[src/rtl/hdlc_mon_pkg.sv]
// Shared types and constants for the HDLC line monitor.
package hdlc_mon_pkg;

    typedef enum logic [1:0] {
        HUNT  = 2'd0,
        OPEN  = 2'd1,
        FRAME = 2'd2
    } hdlc_state_e;

    // Bits of the closing flag that land in BitCnt before the flag is recognised.
    localparam int FLAG_OVERHEAD = 8;
    localparam int ONES_FLAG     = 6;
    localparam int ONES_STUFF    = 5;

    typedef struct packed {
        logic flag;
        logic ok;
        logic err;
        logic abort;
    } hdlc_evt_t;

endpackage

[src/rtl/hdlc_mon_chan.sv]
// One monitored HDLC line: ones run, destuffed bit count, framing FSM and
// registered event pulses.
module hdlc_mon_chan
    import hdlc_mon_pkg::*;
#(
    parameter int MIN_FRAME_BITS = 32,
    parameter int MAX_FRAME_BITS = 1024
) (
    input  logic      i_clk,
    input  logic      i_rst_n,
    input  logic      i_bit,
    input  logic      i_bit_en,
    output hdlc_evt_t o_evt,
    output logic      o_inc_ok,
    output logic      o_inc_err,
    output logic      o_inc_abort,
    output logic      o_in_sync
);

    localparam int CNT_MAX = MAX_FRAME_BITS + FLAG_OVERHEAD + 1;
    localparam int BW      = $clog2(CNT_MAX + 1);
    localparam logic [BW-1:0] C_SAT  = BW'(CNT_MAX);
    localparam logic [BW-1:0] C_OPEN = BW'(FLAG_OVERHEAD);
    localparam logic [BW-1:0] C_LO   = BW'(MIN_FRAME_BITS + FLAG_OVERHEAD);
    localparam logic [BW-1:0] C_HI   = BW'(MAX_FRAME_BITS + FLAG_OVERHEAD);

    hdlc_state_e   r_state, w_state_nxt;
    logic [2:0]    r_ones, w_ones_nxt;
    logic [BW-1:0] r_bitcnt, w_bitcnt_nxt, w_cnt_inc;
    hdlc_evt_t     r_evt, w_evt_nxt;
    logic          w_stuff, w_flag, w_abort;

    always_ff @(posedge i_clk or negedge i_rst_n) begin
        if (!i_rst_n) begin
            r_state  <= HUNT;
            r_ones   <= 3'd7;
            r_bitcnt <= '0;
            r_evt    <= '0;
        end else begin
            r_state  <= w_state_nxt;
            r_ones   <= w_ones_nxt;
            r_bitcnt <= w_bitcnt_nxt;
            r_evt    <= w_evt_nxt;
        end
    end

    always_comb begin
        w_state_nxt  = r_state;
        w_ones_nxt   = r_ones;
        w_bitcnt_nxt = r_bitcnt;
        w_evt_nxt    = '0;
        w_stuff      = i_bit_en && !i_bit && (r_ones == 3'(ONES_STUFF));
        w_flag       = i_bit_en && !i_bit && (r_ones == 3'(ONES_FLAG));
        w_abort      = i_bit_en &&  i_bit && (r_ones == 3'(ONES_FLAG));
        w_cnt_inc    = (r_bitcnt == C_SAT) ? r_bitcnt : r_bitcnt + BW'(1);

        if (i_bit_en) begin
            if (i_bit)
                w_ones_nxt = (r_ones == 3'd7) ? r_ones : r_ones + 3'd1;
            else
                w_ones_nxt = 3'd0;

            if (!w_stuff)
                w_bitcnt_nxt = w_cnt_inc;

            if (w_flag) begin
                // w_cnt_inc includes the whole closing flag, so content = inc - 8.
                w_bitcnt_nxt   = '0;
                w_state_nxt    = OPEN;
                w_evt_nxt.flag = 1'b1;
                if (r_state == FRAME) begin
                    if ((w_cnt_inc[2:0] == 3'd0) && (w_cnt_inc >= C_LO) && (w_cnt_inc <= C_HI))
                        w_evt_nxt.ok = 1'b1;
                    else
                        w_evt_nxt.err = 1'b1;
                end
            end else if (w_abort) begin
                // Seven ones after a flag with no content is plain idle.
                w_state_nxt     = HUNT;
                w_evt_nxt.abort = (r_state == FRAME);
            end else if (!w_stuff) begin
                case (r_state)
                    OPEN: begin
                        if (w_cnt_inc == C_OPEN)
                            w_state_nxt = FRAME;
                    end
                    FRAME: begin
                        if (w_cnt_inc == C_SAT) begin
                            w_state_nxt   = HUNT;
                            w_evt_nxt.err = 1'b1;
                        end
                    end
                    default: ;
                endcase
            end
        end
    end

    assign o_evt       = r_evt;
    assign o_inc_ok    = w_evt_nxt.ok;
    assign o_inc_err   = w_evt_nxt.err;
    assign o_inc_abort = w_evt_nxt.abort;
    assign o_in_sync   = (r_state != HUNT);

endmodule

[src/rtl/hdlc_line_monitor.sv]
// hdlc_line_monitor: passive multi-channel HDLC line checker with event
// pulses and saturating per-channel frame/abort statistics.
module hdlc_line_monitor
    import hdlc_mon_pkg::*;
#(
    parameter int  CHANNELS       = 2,
    parameter int  CNT_W          = 8,
    parameter int  MIN_FRAME_BITS = 32,
    parameter int  MAX_FRAME_BITS = 1024,
    localparam int SEL_W          = (CHANNELS > 1) ? $clog2(CHANNELS) : 1
) (
    input  logic                i_Clk,
    input  logic                i_Rst,
    input  logic [CHANNELS-1:0] i_Line,
    input  logic [CHANNELS-1:0] i_BitEn,
    input  logic                i_CntClr,
    input  logic [SEL_W-1:0]    i_CntSel,
    output logic [CHANNELS-1:0] o_InSync,
    output logic [CHANNELS-1:0] o_Flag_Evt,
    output logic [CHANNELS-1:0] o_FrameOk_Evt,
    output logic [CHANNELS-1:0] o_FrameErr_Evt,
    output logic [CHANNELS-1:0] o_Abort_Evt,
    output logic [CNT_W-1:0]    o_Rd_FrameOk,
    output logic [CNT_W-1:0]    o_Rd_FrameErr,
    output logic [CNT_W-1:0]    o_Rd_Abort
);

    logic [CHANNELS-1:0][CNT_W-1:0] w_cnt_ok, w_cnt_err, w_cnt_ab;

    for (genvar g = 0; g < CHANNELS; g++) begin : g_ch
        hdlc_evt_t        w_evt;
        logic             w_inc_ok, w_inc_err, w_inc_ab;
        logic [CNT_W-1:0] r_ok, r_err, r_ab;

        hdlc_mon_chan #(
            .MIN_FRAME_BITS (MIN_FRAME_BITS),
            .MAX_FRAME_BITS (MAX_FRAME_BITS)
        ) u_chan (
            .i_clk       (i_Clk),
            .i_rst_n     (i_Rst),
            .i_bit       (i_Line[g]),
            .i_bit_en    (i_BitEn[g]),
            .o_evt       (w_evt),
            .o_inc_ok    (w_inc_ok),
            .o_inc_err   (w_inc_err),
            .o_inc_abort (w_inc_ab),
            .o_in_sync   (o_InSync[g])
        );

        // Counters take the pre-register event so they update alongside the pulse.
        always_ff @(posedge i_Clk or negedge i_Rst) begin
            if (!i_Rst) begin
                r_ok  <= '0;
                r_err <= '0;
                r_ab  <= '0;
            end else if (i_CntClr) begin
                r_ok  <= '0;
                r_err <= '0;
                r_ab  <= '0;
            end else begin
                if (w_inc_ok  && (r_ok  != '1)) r_ok  <= r_ok  + CNT_W'(1);
                if (w_inc_err && (r_err != '1)) r_err <= r_err + CNT_W'(1);
                if (w_inc_ab  && (r_ab  != '1)) r_ab  <= r_ab  + CNT_W'(1);
            end
        end

        assign o_Flag_Evt[g]     = w_evt.flag;
        assign o_FrameOk_Evt[g]  = w_evt.ok;
        assign o_FrameErr_Evt[g] = w_evt.err;
        assign o_Abort_Evt[g]    = w_evt.abort;
        assign w_cnt_ok[g]       = r_ok;
        assign w_cnt_err[g]      = r_err;
        assign w_cnt_ab[g]       = r_ab;
    end

    // Out-of-range selects fall through to zero.
    always_comb begin
        o_Rd_FrameOk  = '0;
        o_Rd_FrameErr = '0;
        o_Rd_Abort    = '0;
        for (int i = 0; i < CHANNELS; i++) begin
            if (i_CntSel == SEL_W'(i)) begin
                o_Rd_FrameOk  = w_cnt_ok[i];
                o_Rd_FrameErr = w_cnt_err[i];
                o_Rd_Abort    = w_cnt_ab[i];
            end
        end
    end

endmodule

[config.mk]
export PLATFORM = sky130hd
export DESIGN_NAME = hdlc_line_monitor
export DESIGN_NICKNAME = d
export VERILOG_FILES = /design/src/rtl/hdlc_mon_pkg.sv /design/src/rtl/hdlc_mon_chan.sv /design/src/rtl/hdlc_line_monitor.sv
export SDC_FILE = /design/constraint.sdc
export NUM_CORES = 1
export LEC_CHECK = 0
export CORE_MARGIN = 2
export CORE_UTILIZATION = 40
export CTS_CLUSTER_SIZE = 40
export DETAILED_ROUTE_END_ITERATION = 8
export PLACE_DENSITY_LB_ADDON = 0.15
export SYNTH_ARGS = -nofsm -noshare
export SYNTH_HDL_FRONTEND = slang
export SYNTH_SLANG_ARGS = --single-unit
[constraint.sdc]
create_clock -name i_Clk -period 8.1 [get_ports i_Clk]
set_input_delay 0.81 -clock i_Clk [delete_from_list [all_inputs] [get_ports i_Clk]]
set_output_delay 0.81 -clock i_Clk [all_outputs]
set_load 0.005 [all_outputs]
==> impl_metrics.yaml, run 1 <==
outcome:
  outcome: "finished clean"
layout:
  mostFrequentLayoutCells: "82 x dfrtp_1, 60 x nor2_1, 47 x nand2_1, 47 x o21ai_0, 40 x clkdlybuf4s50_1"
  insertedDiodeCount: 0
  layout_commonest_cell: "dfrtp_1"
  drive_gt1_frac: 0.120
  nNetsFinal: 653
  area_growth_pct: 15.6
  final_area_um2: 6310
  stdcell_count: 802
logic_synthesis:
  synth_area_per_cell_um2: 9.18
  synthArstFlopShare: 1.00
  synth_edf_count: 0
  synth_cell_types: 61
  syn-cell-area_um2: 5460
  syn_nets: 627
  ys_seq_area_frac: 0.405
  syn_inst: 595
  ys_warn_count: 0
  ys_seq_elements: 88
  synth_ff_type: "dfrtp_1"
floorplanning:
  io_pins: 42
  core-area_um2: 13300
  chipWidth_um: 121
  initial_core_util: 0.411
  die_y_um: 121
  num_rows: 42
  die_area_um2: 14600
drt:
  wl_um: 12500
  vias: 4428
  drt_first_pass_iters: 5
  first_iter_violations: 349
  wl_per_cell_um: 15.6
  ant_nets: 0
  viasPerCell: 5.52
  drcViolationCount: 0
sta:
  final.setup.tns_ns: 0
  tightestPinTransition_ns: 1.21
  slew_headroom: 0.193
  finalCritPeriodShare: 0.470
  finalSetupViolCount: 0
  rsz0062_at_grt: "false"
  maxSlewViolCount: 0
  fin_worst_skew_ns: 0.00534
  fin_ws_ns: 4.30
  fmax_mhz: 263
  hold_viol: 0
  fin_crit_ns: 3.80
setup_path:
  crit_fanout: 24
  cp_slowest_cell: "clkdlybuf4s50_1"
  startpoint_type: "primary input"
  crit_arrival_ns: 2.99
  critical_path.cell_chain: "clkdlybuf4s50_1 > mux2_2 > clkdlybuf4s50_1"
  path_depth: 3
  required_ns: 7.29
  r2r-end: "g_ch[1].r_err[5]$_DFFE_PN0P_"
  endpoint: "o_Rd_FrameErr[5]"
  crit_family: "buffers and inverters"
  cpPeakStageDelay_ns: 1.27
  crit_buf_inv: 2
  r2r_cells: 8
  startpoint: "i_CntSel"
  crit_path_end_kind: "primary output"
  r2r-start: "g_ch[1].u_chan.r_bitcnt[2]$_DFFE_PN0P_"
  crit_top_cell: "clkdlybuf4s50_1"
  r2r_slack_ns: 4.93
  worstSetupPathType: "primary input to primary output"
global_routing:
  grt_pass1_wl_um: 20900
  grt_pass1_vias: 4167
  antenna_found_initial: 0
  grt_max_degree: 68
  grt_usage: 0.180
  grt_overflow: 0
power_and_ir_drop:
  internal-power_mw: 0.910
  p_leak_nw: 2.67
  p_sw_frac: 0.314
  p_switching_mw: 0.416
  seqPwrFrac: 0.439
  pwr-share-clk: 0.350
  ir_drop_uv: 87.5
  comb_power_share: 0.211
  p_per_area_nw_per_um2: 210
clock_network:
  htree_levels: 3
  cts.repair.resized: 0
  cts_setup_buffers: 0
  numClockSinks: 88
  tritoncts: "built"
  clk_path_buf_depth: 2
  root_buffer: "clkbuf_16"
  worst_skew_pair.late_latency_ns: 0.34
  hold_buffers: 0
  cts_buffers: 9
  clkTransAtPathRegs_ns: 0.06
placement:
  io_buffers: 41
  placed_cell_area_um2: 5980
  place_ws_ns: 4.28
  dp_hpwl_um: 8760
  dp_cells: 786
  place_congestion: 0.874
job:
  drv_cap: 0
min_path:
  hold_class: "primary input to asynchronous set/reset pin"
## layout make-up
type                    count  area [um^2]
multi-input cells         454         3020
flip-flops and latches     88         2210
clock inverters             2         60.1
fillers                  1263         6980
well taps                 176          220
clock buffers              14          274
inverters                  21         78.8
repair buffers             47          453
## power groups by stage
stage / Clock (mW) / Combinational (mW) / Sequential, mW
floorplan: 0 / 0.276 / 0.524
global placement: 0 / 0.273 / 0.585
detailed placement: 0 / 0.279 / 0.587
CTS: 0.479 / 0.281 / 0.579
global route: 0.499 / 0.314 / 0.594
finish: 0.464 / 0.280 / 0.582
## worst min path at each step
| stage | slack (ns) | to | cells past startpoint |
|---|---|---|---|
| after floorplan | 0.46 | g_ch[0].r_err[6]$_DFFE_PN0P_ | 1 |
| after global placement | 0.49 | g_ch[0].u_chan.r_ones[0]$_DFFE_PN1P_ | 2 |
| after detailed placement | 0.51 | g_ch[1].u_chan.r_ones[0]$_DFFE_PN1P_ | 2 |
| after CTS | 0.35 | g_ch[1].u_chan.r_state[0]$_DFFE_PN0P_ | 1 |
| after global routing | 0.37 | g_ch[1].u_chan.r_state[0]$_DFFE_PN0P_ | 1 |
| final | 0.35 | g_ch[1].u_chan.r_state[0]$_DFFE_PN0P_ | 1 |
## cells by family (layout without fill, tap and decap cells)
logic type | Yosys count | count (layout) | synth area share
AND/OR/NAND/NOR | 233 | 233 | 0.221
AO/OA/AOI/OAI | 125 | 125 | 0.146
flip-flops | 88 | 88 | 0.405
buffers and inverters | 53 | 84 | 0.0428
multiplexers | 40 | 40 | 0.0793
XOR/XNOR | 32 | 32 | 0.0513
adder cells (fa/ha/maj) | 24 | 24 | 0.0550
## cells in the mapped netlist (all sizes together) (6+ instances only)
master	number	area (um^2)
nor2b	7	43.8
nand2	47	176
a21oi	19	98.9
nand4	22	138
dfrtp	82	2050
clkbuf	20	75.1
xor2	20	175
buf	12	80.1
o21ai	49	245
mux2i	14	140
or3	9	61.3
inv	21	78.8
o31ai	7	52.6
nor2	61	236
dfstp	6	158
ha	24	300
nor3	12	80.1
xnor2	12	105
a31oi	8	50.1
a211oi	6	55.1
nand3	30	150
mux2	26	293
and3	17	108
## sequential cells by signal, indices dropped and copies added (netlist names)
name                  cells
g_ch.r_ab                16
g_ch.r_err               16
g_ch.r_ok                16
g_ch.u_chan.o_evt         8
g_ch.u_chan.r_bitcnt     22
g_ch.u_chan.r_ones        6
g_ch.u_chan.r_state       4
## per-stage QoR
step / power, mW / util / hold slack, ns
after floorplan: 0.800 / - / 0.455
after global placement: 0.858 / 0.450 / 0.495
after detailed placement: 0.866 / 0.450 / 0.506
after CTS: 1.34 / 0.475 / 0.353
after global routing: 1.41 / 0.475 / 0.366
final: 1.33 / 0.475 / 0.349
## per-layer routing
metal	global-route usage	share of wire
met5	0	0
met4	0.0676	0.016
met3	0.0287	0.038
met2	0.269	0.44
met1	0.261	0.51
Power figures use the tool's default switching activity.
==> run 2, diff against run 1 <==
- clock period: 8.1 -> 3.4 ns (I/O delays scaled with it)
==> run 2 against run 1 <==
Against the previous run: the run now ends with hold timing left; design area down 0.52%; sequential power rose by 140%; setup slack worse by 3.9 ns; sequential cell count unchanged; sequential share of layout area is 0.18 points higher; critical path type is now flip-flop to flip-flop.
==> impl_metrics.yaml, run 2 (synthesized netlist as in run 1, its figures left out) <==
global_routing:
  grt_usage: 0.179
  grt_max_degree: 51
  grt_pass1_vias: 4209
  grt_overflow: 0
  grt_pass1_wl_um: 21000
  antenna_found_initial: 0
sta:
  tightestPinTransition_ns: 0.629
  fin_crit_ns: 3.02
  fmax_mhz: 331
  fin_worst_skew_ns: 0.00619
  finalSetupViolCount: 0
  hold_viol: 12
  whs_ns: -0.00577
  maxSlewViolCount: 0
  final.setup.tns_ns: 0
  slew_headroom: 0.580
  rsz0062_at_grt: "false"
  finalCritPeriodShare: 0.888
clock_network:
  numClockSinks: 88
  root_buffer: "clkbuf_16"
  tritoncts: "built"
  clkTransAtPathRegs_ns: 0.06
  cts.repair.resized: 0
  clk_path_buf_depth: 2
  htree_levels: 3
  hold_buffers: 0
  worst_skew_pair.late_latency_ns: 0.34
  cts_setup_buffers: 0
  cts_buffers: 9
setup_path:
  required_ns: 3.65
  cpPeakStageDelay_ns: 0.54
  crit_arrival_ns: 3.27
  crit_family: "simple AND/OR/NAND/NOR gates"
  critical_path.cell_chain: "ha_1 > nand3_1 > nor3_1 > xor2_1 > and4bb_1 > o21bai_2 > or4_1 > a21oi_1"
  worstSetupPathType: "flip-flop to flip-flop"
  crit_buf_inv: 0
  crit_fanout: 11
  crit_path_end_kind: "flip-flop"
  startpoint_type: "flip-flop"
  cp_slowest_cell: "or4_1"
layout:
  regMostFlops: "g_ch.u_chan.r_bitcnt"
  final_area_um2: 6280
  layout_commonest_cell: "dfrtp_1"
  n_fill_cell: 1282
  mostFrequentLayoutCells: "82 x dfrtp_1, 60 x nor2_1, 47 x nand2_1, 47 x o21ai_0, 40 x clkdlybuf4s50_1"
  nNetsFinal: 655
  insertedDiodeCount: 0
  drive_gt1_frac: 0.123
  area_growth_pct: 15.0
  largest_reg_flops: 22
drt:
  ant_nets: 0
  wl_per_cell_um: 15.6
  drcViolationCount: 0
  vias: 4393
  drt_first_pass_iters: 4
  first_iter_violations: 217
  wl_um: 12500
  viasPerCell: 5.46
placement:
  io_buffers: 41
  place_congestion: 0.861
  placed_cell_area_um2: 5990
  dp_hpwl_um: 8720
power_and_ir_drop:
  p_per_area_nw_per_um2: 481
  p_leak_nw: 2.65
  ir_drop_uv: 272
floorplanning:
  initial_core_util: 0.411
  num_rows: 42
  die_y_um: 121
  die_area_um2: 14600
  io_pins: 42
  core-area_um2: 13300
  chipWidth_um: 121
job:
  drv_cap: 0
outcome:
  failed_checks: "hold timing"
  outcome: "complete, but fails checks"
min_path:
  hold_class: "primary input to asynchronous set/reset pin"
run 2: changes by cell type in the layout (fill, tap and decap cells not counted):
| cell | delta |
|---|---|
| bufinv_16 | -2 |
| clkinv_2 | +1 |
| clkinvlp_4 | +1 |
| buf_4 | +2 |
run 2: final timing paths:
| path | slack [ns] | end | from | depth (start not counted) |
|---|---|---|---|---|
| setup / recovery | 0.38 | g_ch[0].r_ok[7]$_DFFE_PN0P_ | g_ch[0].u_chan.r_bitcnt[0]$_DFFE_PN0P_ | 8 |
| hold / removal | -0.006 | g_ch[1].u_chan.o_evt[2]$_DFF_PN0_ | i_Rst | 1 |
| setup reg to reg | 0.38 | g_ch[0].r_ok[7]$_DFFE_PN0P_ | g_ch[0].u_chan.r_bitcnt[0]$_DFFE_PN0P_ | 8 |
| hold reg to reg | 0.51 | g_ch[1].u_chan.r_ones[2]$_DFFE_PN1P_ | g_ch[1].u_chan.r_ones[2]$_DFFE_PN1P_ | 2 |
| max in group asynchronous | 2.62 | g_ch[0].u_chan.r_ones[2]$_DFFE_PN1P_ | i_Rst | 2 |
| min in group i_Clk | 0.51 | g_ch[1].u_chan.r_ones[2]$_DFFE_PN1P_ | g_ch[1].u_chan.r_ones[2]$_DFFE_PN1P_ | 2 |
run 2: layer usage:
layer / wire length [um] / track usage
met5: 0 / 0
met4: 166 / 0.0574
met3: 468 / 0.0305
met2: 5330 / 0.261
met1: 6540 / 0.270
run 2: layout make-up:
class                           instances  area (um^2)  share of cell area
Clock buffer                           14          274              0.0436
Clock inverter                          2         12.5             0.00199
Inverter                               21         78.8              0.0125
Multi-Input combinational cell        454         3020               0.480
Sequential cell                        88         2210               0.352
Tap cell                              176          220              0.0351
Timing Repair Buffer                   49          468              0.0745
run 2: worst register-to-register path: stages (launching register included):
cell and delay, ns:
dfrtp_1 0.51, ha_1 0.39, nand3_1 0.17, nor3_1 0.26, xor2_1 0.39, and4bb_1 0.31, o21bai_2 0.18, or4_1 0.54
a21oi_1 0.18
run 2: through the flow:
stage          hold slack, ns  std cells  setup WS, ns   util  total power [mW]
6_report             -0.00577        804         0.381  0.472              3.02
5_1_grt                0.0259        804         0.103  0.472              3.23
4_1_cts               0.00754        804         0.363  0.472              3.05
3_5_place_dp            0.373        788         0.414  0.451              2.07
3_3_place_gp            0.370        788         0.534  0.451              2.05
2_1_floorplan          0.0444        595         0.767      -              1.91
run 2: power breakdown:
group	total [mW]	internal, mW	switching (mW)	leakage, nW
clock network	0.963	0.555	0.408	0.139
logic	0.670	0.308	0.362	1.34
registers	1.39	1.16	0.232	1.18
